[src/rtl/operand_wr_arbiter.sv]
// Write-port arbiter for the A/B matrix operand buffers.
// Shares one registered row-write port between a single-row bus writer and a
// streaming row loader, and freezes all writes while the engine reads operands.
module operand_wr_arbiter #(
    parameter  int DATA_WIDTH = 8,
    parameter  int MAX_DIM    = 4,
    localparam int ADDR_W     = (MAX_DIM > 1) ? $clog2(MAX_DIM) : 1,
    localparam int ROW_W      = DATA_WIDTH * MAX_DIM
) (
    input  logic              clk_i,
    input  logic              rst_i,
    // bus single-row writer
    input  logic              bus_req_i,
    input  logic              bus_sel_i,
    input  logic [ADDR_W-1:0] bus_addr_i,
    input  logic [ROW_W-1:0]  bus_data_i,
    input  logic [MAX_DIM-1:0] bus_strb_i,
    output logic              bus_gnt_o,
    // streaming row loader
    input  logic              ld_req_i,
    input  logic              ld_sel_i,
    input  logic [ADDR_W:0]   ld_rows_i,
    input  logic              ld_valid_i,
    input  logic [ROW_W-1:0]  ld_data_i,
    output logic              ld_ready_o,
    output logic              ld_done_o,
    // compute engine
    input  logic              eng_busy_i,
    // operand buffer write port
    output logic              op_a_ien_o,
    output logic              op_b_ien_o,
    output logic [ADDR_W-1:0] op_addr_o,
    output logic [ROW_W-1:0]  op_din_o,
    output logic [MAX_DIM-1:0] op_pstrb_o,
    output logic              arb_busy_o
);

    localparam logic [ADDR_W:0] MAX_ROWS = (ADDR_W + 1)'(MAX_DIM);

    typedef enum logic [1:0] {S_IDLE, S_BUS, S_LOAD, S_DONE} state_t;

    state_t             r_state, w_nxt;
    logic               r_last_ld;     // 1: loader won the last grant
    logic               r_sel;         // latched burst target
    logic [ADDR_W:0]    r_rows;
    logic [ADDR_W:0]    r_row_cnt;
    logic               r_a_ien, r_b_ien;
    logic [ADDR_W-1:0]  r_addr;
    logic [ROW_W-1:0]   r_din;
    logic [MAX_DIM-1:0] r_pstrb;

    logic               w_take_bus, w_take_ld, w_accept, w_last;
    logic [ADDR_W:0]    w_rows_clamp, w_cnt_nxt;

    assign w_rows_clamp = (ld_rows_i > MAX_ROWS) ? MAX_ROWS : ld_rows_i;
    assign w_cnt_nxt    = r_row_cnt + {{ADDR_W{1'b0}}, 1'b1};
    assign w_last       = (w_cnt_nxt == r_rows);

    // State register
    always_ff @(posedge clk_i or posedge rst_i) begin
        if (rst_i) r_state <= S_IDLE;
        else       r_state <= w_nxt;
    end

    // Next state and grant decision; on contention the previous loser wins
    always_comb begin
        w_nxt      = r_state;
        w_take_bus = 1'b0;
        w_take_ld  = 1'b0;
        w_accept   = 1'b0;
        case (r_state)
            S_IDLE: begin
                if (!eng_busy_i) begin
                    if (bus_req_i && (!ld_req_i || r_last_ld)) begin
                        w_take_bus = 1'b1;
                        w_nxt      = S_BUS;
                    end else if (ld_req_i) begin
                        w_take_ld = 1'b1;
                        w_nxt     = (w_rows_clamp == '0) ? S_DONE : S_LOAD;
                    end
                end
            end
            S_BUS:  w_nxt = S_IDLE;
            S_LOAD: begin
                if (ld_valid_i && !eng_busy_i) begin
                    w_accept = 1'b1;
                    if (w_last) w_nxt = S_DONE;
                end
            end
            S_DONE: w_nxt = S_IDLE;
            default: w_nxt = S_IDLE;
        endcase
    end

    // Registered write port, burst bookkeeping and fairness bit
    always_ff @(posedge clk_i or posedge rst_i) begin
        if (rst_i) begin
            r_last_ld <= 1'b1;
            r_sel     <= 1'b0;
            r_rows    <= '0;
            r_row_cnt <= '0;
            r_a_ien   <= 1'b0;
            r_b_ien   <= 1'b0;
            r_addr    <= '0;
            r_din     <= '0;
            r_pstrb   <= '0;
        end else begin
            r_a_ien <= 1'b0;
            r_b_ien <= 1'b0;
            if (w_take_bus) begin
                r_a_ien   <= !bus_sel_i;
                r_b_ien   <= bus_sel_i;
                r_addr    <= bus_addr_i;
                r_din     <= bus_data_i;
                r_pstrb   <= bus_strb_i;
                r_last_ld <= 1'b0;
            end
            if (w_take_ld) begin
                r_sel     <= ld_sel_i;
                r_rows    <= w_rows_clamp;
                r_row_cnt <= '0;
                r_last_ld <= 1'b1;
            end
            if (w_accept) begin
                r_a_ien   <= !r_sel;
                r_b_ien   <= r_sel;
                r_addr    <= r_row_cnt[ADDR_W-1:0];
                r_din     <= ld_data_i;
                r_pstrb   <= '1;
                r_row_cnt <= w_cnt_nxt;
            end
        end
    end

    assign ld_ready_o = (r_state == S_LOAD) && !eng_busy_i;
    assign bus_gnt_o  = (r_state == S_BUS);
    assign ld_done_o  = (r_state == S_DONE);
    assign arb_busy_o = (r_state != S_IDLE);
    assign op_a_ien_o = r_a_ien;
    assign op_b_ien_o = r_b_ien;
    assign op_addr_o  = r_addr;
    assign op_din_o   = r_din;
    assign op_pstrb_o = r_pstrb;

endmodule

[config.mk]
export PLATFORM = sky130hd
export DESIGN_NAME = operand_wr_arbiter
export DESIGN_NICKNAME = d
export VERILOG_FILES = /design/src/rtl/operand_wr_arbiter.sv
export SDC_FILE = /design/constraint.sdc
export NUM_CORES = 1
export LEC_CHECK = 0
export ABC_AREA = 0
export CAP_MARGIN = 25
export CORE_MARGIN = 5
export CORE_UTILIZATION = 45
export DETAILED_ROUTE_END_ITERATION = 10
export PLACE_DENSITY_LB_ADDON = 0.1
export SLEW_MARGIN = 20
export SYNTH_ARGS = -nofsm -noshare
export SYNTH_HDL_FRONTEND = slang
export SYNTH_SLANG_ARGS = --single-unit
[constraint.sdc]
create_clock -name clk_i -period 4.7 [get_ports clk_i]
set_clock_uncertainty 0.05 [all_clocks]
set_input_delay 0.705 -clock clk_i [delete_from_list [all_inputs] [get_ports clk_i]]
set_output_delay 0.705 -clock clk_i [all_outputs]
set_load 0.02 [all_outputs]
---- Word-level counts from Yosys, hierarchy flattened ----
Index checks and enable logic that the tools add are counted.
word-level totals
  register bits ........................... 50
  bits in latches ......................... 0
  memory bits (writable) .................. 0
  bits in read-only memories .............. 0
  input bits .............................. 81
  output and inout bits ................... 44
  memories kept ........................... 0
cells by class
  add/subtract/negate cells ............... 1
  multipliers ............................. 0
  div/mod/pow operators ................... 0
  order comparisons ....................... 1
  equal/unequal tests ..................... 8
  shift operators ......................... 0
  multiplexer cells ....................... 31
  bitwise logic cells ..................... 0
  reductions and logical operators ........ 16
operators by type and width
  kind                                                   count
  2-to-1 mux 32 bit                                      2
  2-to-1 mux 1 bit                                       16
  2-to-1 mux 2 bit                                       7
  2-to-1 mux 3 bit                                       3
  2-to-1 mux 4 bit                                       2
  nonzero test 2 bit                                     4
  inequality test 2 bit (second input constant)          3
  one-hot mux 2 bit (3 select lines)                     1
  equality test 2 bit (second input constant)            2
  logical NOT 1 bit                                      4
  AND reduction 4 bit                                    1
  adder 3 x 1 -> 3 bit (second input constant)           1
  equality test 3 bit                                    1
  greater-than comparator 3 bit (second input constant)  1
  logical AND 1 bit                                      3
  logical NOT 3 bit                                      1
  inequality test 3 bit (second input constant)          1
  equality test 2 x 1 -> 1 bit (second input constant)   1
  logical NOT 2 bit                                      1
  OR reduction 2 bit                                     1
  logical OR 1 bit                                       1

---- Logic depth before layout (Yosys ltp) ----
Gate-level depths: netlist of the first run.
  word-level depth ........................ 8
  mapped depth ............................ 6
  mapped depth without buffers ............ 4

---- Worst setup path after synthesis of the first run ----
No wires, ideal clock.
  path kind ............................... in2out
  start ................................... in eng_busy_i
  end ..................................... out ld_ready_o
  arrival time ............................ 1.202 ns
  required time ........................... 3.945 ns
  path slack .............................. 2.743 ns
  cell stages on the path ................. 1
  buffers on the path ..................... 0
  cell sequence ........................... nor3_1
on the way
  longest elaborated chain between the ends .. 2
ends and longest elaborated chain
  item                line  RTL
  start: declaration  28    input logic eng_busy_i,
  logical NOT 1 bit   135   assign ld_ready_o = (r_state == S_LOAD) && !eng_busy_i;
  logical AND 1 bit   135
  end: declaration    25    output logic ld_ready_o,
Every way passes these cells.

---- Worst setup path in the final report of the first run ----
Ends and elaborated chain as after synthesis.

==> impl_results.md, run 1 <==
* Post-cts sizing count at 0
* Mapped cell area at 0.00268 sq mm
* Post-synth EDFFs at 0
* WP data arrival at ~2100 ps
* Diodes inserted at 0
* Most common flop cell mapped by yosys: dfrtp_1
* Row count at 28
* Die Wd at roughly 87 um
* IO buf count at ~120
* Gpl congestion at ~0.78
* Period utilization at 60.7%
* Vias per cell at 5.99
* Antenna viol nets, final at 0
* GRT Overall Usage at 22.0%
* Synthesized area per cell at 9.55 sq um
* RSZ-0062 raised after global routing: false
* LEAKAGE at between 1.5 and 2 nW
* Reg clk slew, reported paths at 90 ps
* Final setup fails at 0
* Initial antenna violation count at 0
* Num ports at about 130
* Met3 wire length at 574 um
* Critical path buffer and inverter count at 2
* Worst-path cell chain: clkdlybuf4s50_1 -> nor3_1 -> clkdlybuf4s50_1
* Setup WS pre-CTS at 1730 ps
* Crit-path max cell delay at 630 ps
* Detailed placement HPWL at about 5.5 mm
* Grt total ovfl at 0
* Fraction of layout cells with a size suffix above 1 at 8.62%
* CP delay by family, top: buffers and inverters
* CP Max Fanout at 7
* Origin of the critical flop-to-flop path: r_state[1]
* Die H at 87.1 um
* #FFs+latches synth at 50
* Required @ worst endpoint at 3940 ps
* Final hold violation count at 0
* Sequential fraction of the synthesis area at 46.8%
* Setup crit start kind: input pin
* CTS Buf Count at 5
* Final worst setup slack at between 1500 and 2000 ps
* Post-CTS setup buffers at 0
* Drt drc at 0
* Met1 WL at 3.70 mm
* Clk sinks at 50
* Core area at 0.00585 sq mm
* Iter 0 DRT Violations at 140
* Yosys warns at 0
* Largest net degree at the start of global routing at 77
* CP endpoint kind: output pin
* R2R Setup Slk at 2460 ps
* Critical path's most frequent cell: clkdlybuf4s50_1
* DRT Pass-1 Iters at 4
* Fin area at 0.00407 sq mm
* TritonCTS clock tree: done
* Slowest cell on crit path: clkdlybuf4s50_1
* Synth unique cells at 38
* WS Path Type: input pin to output pin
* Status: complete, no violations
* Final nets at 464
* PwrDens at between 500 and 600 mW/mm^2
* Dpl cell area at between 0.003 and 0.004 sq mm
* Drt wl/cell at 18.4 um
* Met2 Wirelength at 4.00 mm
* Die footprint at 0.00759 sq mm
* Mapped Cells at 280
* Maximum Capacitance Violations at 0
* Worst Hold Depth at 1
* Async SR Flop Fraction at 100%
* First-pass GRT wire length at 13.4 mm
* Clk buf depth at 2
* Min Tclk post-route at 2850 ps
* Fmax at 350 MHz
* Post-CTS Hold Buffers at 0
* Vias at roughly 2700
* Reg-to-Reg End: r_rows[2]
* Clock root cell: clkbuf_8
* Min-Delay Startpoint: r_sel
* R2R depth at 3
* Worst Tran Pin Value at 869 ps
* Final Slew Violations at 0
* Worst VDD drop at 0.000410 V
* Worst Hold Class: register to register
* Total Wirelength at 8.44 mm
* Worst skew pair latency at 300 ps
* Slew margin rel. at between 40% and 50%
* H-Tree Level Count at 2
* Initial Util at a little under half
* Hold EP: op_a_ien_o
* P&R area growth vs syn at 52.2%
* Vias in the first global route at 2628
* Setup tns final at 0 ps
* Top Metal Used: met4
* Syn nets at 362
[layer usage]
layer | vias to the layer above | global-route usage [%]
li1 | 1278 | -
met1 | 1351 | 32.0
met2 | 100 | 33.2
met3 | 14 | 4.64
met4 | 0 | 6.42
met5 | - | 0
[registers in the layout (all words and copies together), names as in the netlist]
signal / flops
r_state: 2
op_pstrb_o: 4
r_row_cnt: 3
op_b_ien_o: 1
op_din_o: 32
op_addr_o: 2
r_last_ld: 1
r_sel: 1
r_rows: 3
op_a_ien_o: 1
[synth_stat cells, types with 2 or more instances]
| cell | count | area (sq um) |
|---|---|---|
| a211o_1 | 2 | 17.5 |
| a31oi_1 | 39 | 244 |
| and2_1 | 2 | 12.5 |
| buf_2 | 10 | 50.1 |
| buf_6 | 3 | 33.8 |
| clkbuf_1 | 22 | 82.6 |
| dfrtp_1 | 49 | 1230 |
| inv_1 | 4 | 15.0 |
| mux2_2 | 4 | 45.0 |
| nand2_1 | 3 | 11.3 |
| nand2b_1 | 2 | 12.5 |
| nand3_1 | 2 | 10.0 |
| nand4_1 | 34 | 213 |
| nor2_1 | 34 | 128 |
| nor2b_1 | 4 | 25.0 |
| nor3_1 | 2 | 10.0 |
| nor3b_1 | 2 | 15.0 |
| nor4_1 | 5 | 31.3 |
| o21ai_0 | 6 | 30.0 |
| o31ai_1 | 29 | 218 |
| o31ai_2 | 5 | 62.6 |
[cells in the final DEF (no fill, tap or decap), types with 3 or more instances in the layout]
| master | synthesis | final |
|---|---|---|
| clkbuf_8 | 0 | 8 |
| nor4_1 | 5 | 5 |
| mux2_2 | 4 | 4 |
| o31ai_2 | 5 | 5 |
| nor2_1 | 34 | 34 |
| buf_4 | 0 | 3 |
| nor2b_1 | 4 | 3 |
| dfrtp_1 | 49 | 49 |
| nand2_1 | 3 | 3 |
| nand4_1 | 34 | 34 |
| a31oi_1 | 39 | 39 |
| clkdlybuf4s50_1 | 0 | 123 |
| o31ai_1 | 29 | 29 |
| o21ai_0 | 6 | 6 |
| inv_1 | 4 | 3 |
[where the power goes]
part	total [W]	switching, W	internal (W)	leakage, nW
clock network	0.000292	0.000143	0.000149	0.0575
logic	0.00127	0.000657	0.000610	0.925
registers	0.000782	0.000145	0.000638	0.594
[layout make-up]
cell class	instances	area [sq um]
Inverter	4	15.0
Multi-Input combinational cell	191	1270
Fill cell	465	1780
Tap cell	75	93.8
Clock buffer	8	110
Timing Repair Buffer	130	1330
Sequential cell	50	1250
[how the worst max path moves through the flow]
stage                     cells after the start       start      endpoint
final                                         3  eng_busy_i    ld_ready_o
after global routing                          3  eng_busy_i    ld_ready_o
after CTS                                     3  eng_busy_i    ld_ready_o
after detailed placement                      4  eng_busy_i  r_row_cnt[2]
after global placement                        3  eng_busy_i  r_row_cnt[1]
after floorplan                               1  eng_busy_i    ld_ready_o
[per-stage QoR]
stage | total power, W | hold WS [ps] | util, % | std cells
after floorplan | 0.00149 | 389 | - | 280
after global placement | 0.00201 | 438 | 66.6 | 447
after detailed placement | 0.00205 | 420 | 66.9 | 448
after CTS | 0.00234 | 449 | 68.8 | 456
after global routing | 0.00248 | 480 | 69.6 | 458
final | 0.00234 | 453 | 69.6 | 458
[logic make-up after synthesis]
group	Yosys count	synth area share [%]
AND/OR/NAND/NOR	95	19.3
AO/OA/AOI/OAI	88	23.4
flip-flops	50	46.8
buffers and inverters	39	6.78
multiplexers	4	1.68
XOR/XNOR	3	1.54
adder cells (fa/ha/maj)	1	0.468
Power figures use the tool's default switching activity.
==> run 2, diff against run 1 <==
--- a/config.mk
+++ b/config.mk
@@ -8,7 +8,7 @@
 export ABC_AREA = 0
 export CAP_MARGIN = 25
 export CORE_MARGIN = 5
-export CORE_UTILIZATION = 45
+export CORE_UTILIZATION = 41
 export DETAILED_ROUTE_END_ITERATION = 10
 export PLACE_DENSITY_LB_ADDON = 0.1
 export SLEW_MARGIN = 20
==> constraint.sdc (replaced) <==
create_clock -name clk_i -period 2.7 [get_ports clk_i]
set_clock_uncertainty 0.05 [all_clocks]
set_input_delay 0.405 -clock clk_i [delete_from_list [all_inputs] [get_ports clk_i]]
set_output_delay 0.405 -clock clk_i [all_outputs]
set_load 0.02 [all_outputs]
==> run 2 against run 1 <==
Net effect:
- hold slack got worse by 13 ps
- critical path depth unchanged
- combinational power grew 76%
- sequential share of layout area decreased by 0.10 points
==> impl_results.md, run 2 (synthesized netlist as in run 1, its figures left out) <==
* Detailed placement HPWL at 6.02 mm (was 5.47 mm)
* Num ports at 125 (unchanged)
* Worst VDD drop at 0.000670 V (was 0.000410 V)
* WS Path Type: register to output pin (was input pin to output pin)
* Worst skew pair latency at 300 ps (about the same)
* P&R area growth vs syn at 52.7% (was 52.2%)
* Final Slew Violations at 0 (unchanged)
* Grt total ovfl at 0 (unchanged)
* CTS Buf Count at 5 (unchanged)
* Reg clk slew, reported paths at 90 ps (about the same)
* WP data arrival at 1830 ps (was 2100 ps)
* Vias in the first global route at 2843 (was 2628)
* Clk sinks at 50 (unchanged)
* Total Wirelength at 8.71 mm (was 8.44 mm)
* Iter 0 DRT Violations at 152 (was 140)
* Initial antenna violation count at 0 (unchanged)
* RSZ-0062 raised after global routing: false (unchanged)
* Vias at 2735 (was 2743)
* Diodes inserted at 0 (unchanged)
* Die Wd at 90.8 um (was 87.1 um)
* Commonest non-fill, non-tap cells in the layout: 123 x clkdlybuf4s50_1, 49 x dfrtp_1, 39 x a31oi_1 (unchanged)
* Final hold violation count at 0 (unchanged)
* Final nets at 471 (was 464)
* Required @ worst endpoint at 2250 ps (was 3940 ps)
* Commonest non-fill, non-tap cell in the layout: clkdlybuf4s50_1 (unchanged)
* IO buf count at 124 (unchanged)
* Final setup fails at 0 (unchanged)
* Row count at 29 (was 28)
* Min Tclk post-route at 2290 ps
* Period utilization at a little over four fifths
* Status: complete, no violations (unchanged)
* Setup tns final at 0 ps (unchanged)
* Post-CTS Hold Buffers at 0 (unchanged)
* Vias per cell at 5.86 (was 5.99)
* H-Tree Level Count at 2 (unchanged)
* Largest net degree at the start of global routing at 40 (was 77)
* Core area at 0.00635 sq mm (was 0.00585 sq mm)
* Post-cts sizing count at 0 (unchanged)
* PwrDens at 990 mW/mm^2 (was 575 mW/mm^2)
* CP endpoint kind: output pin (unchanged)
* Antenna viol nets, final at 0 (unchanged)
* Clk buf depth at 2 (unchanged)
* Maximum Capacitance Violations at 0 (unchanged)
* Setup crit start kind: register (was input pin)
* First-pass GRT wire length at 14.7 mm (was 13.4 mm)
* DRT Pass-1 Iters at 4 (unchanged)
* Clock root cell: clkbuf_8 (unchanged)
* Max reg flops at 32 (unchanged)
* LEAKAGE at 1.59 nW (was 1.58 nW)
* TritonCTS clock tree: done (unchanged)
* CP Max Fanout at 10 (was 7)
* Die footprint at 0.00824 sq mm (was 0.00759 sq mm)
* GRT Overall Usage at 21.2% (was 22.0%)
* Drt wl/cell at 18.7 um (was 18.4 um)
* Drt drc at 0 (unchanged)
* Worst Hold Class: input pin to async pin (was register to register)
* Initial Util at 42.1% (was 45.7%)
* Slew margin rel. at 56.8% (was 42.1%)
* Post-CTS setup buffers at 0 (unchanged)
* Fraction of layout cells with a size suffix above 1 at 9.74% (was 8.62%)
* Gpl congestion at 0.786 (was 0.777)
* Worst Tran Pin Value at 647 ps (was 869 ps)
* Fmax at between 400 and 500 MHz
* Util after Layout at 64.3% (was 69.6%)
* Die H at 90.8 um (was 87.1 um)
[run 2: changes by cell type in the layout (fill, tap and decap cells not counted), sizes merged]
cell	delta
buf	+7
clkbuf	-1
clkinv	+1
[run 2: cell type report]
class	count	area [sq um]
Multi-Input combinational cell	191	1270
Clock buffer	7	86.3
Clock inverter	1	5.00
Inverter	4	15.0
Sequential cell	50	1250
Fill cell	522	2260
Tap cell	77	96.3
Timing Repair Buffer	137	1360
[run 2: through the flow]
| stage | setup slack, ps | hold slack [ps] | total power, W | std cells | area (sq um) |
|---|---|---|---|---|---|
| global placement | 449 | 423 | 0.00357 | 459 | 3990 |
| CTS | 400 | 444 | 0.00407 | 467 | 4090 |
| floorplan | 1050 | 389 | 0.00260 | 280 | 2680 |
| finish | 414 | 440 | 0.00404 | 467 | 4090 |
| detailed placement | 430 | 434 | 0.00361 | 459 | 3990 |
| global route | 289 | 481 | 0.00429 | 467 | 4090 |
[run 2: final timing paths]
kind,slack [ps],cells past startpoint,from,to
max,410,3,r_state[1],ld_ready_o
max reg2reg,880,4,r_last_ld,op_din_o[4]
min,440,2,rst_i,op_din_o[12]
min in group clk_i,440,1,r_sel,op_a_ien_o
max in group asynchronous,1620,3,rst_i,op_din_o[28]
min reg2reg,440,1,r_sel,op_a_ien_o
[run 2: critical path, cell delays in order (launching register included)]
cell,delay [ps]
dfrtp_1,580
inv_1,130
nor3_1,190
clkdlybuf4s50_1,640
[run 2: power breakdown]
group	internal, W	switching (W)
registers	0.00111	0.000251
logic	0.00108	0.00115
clock network	0.000207	0.000249
[run 2: per-layer routing]
layer	GRT usage (%)	vias to the layer above	wire, um	part of all wire (%)
met5	0	-	0	0
met4	4.03	0	63	0.72
met3	5.17	7	526	6.0
met2	33.7	91	4240	49
met1	29.7	1343	3880	45
li1	-	1294	-	-
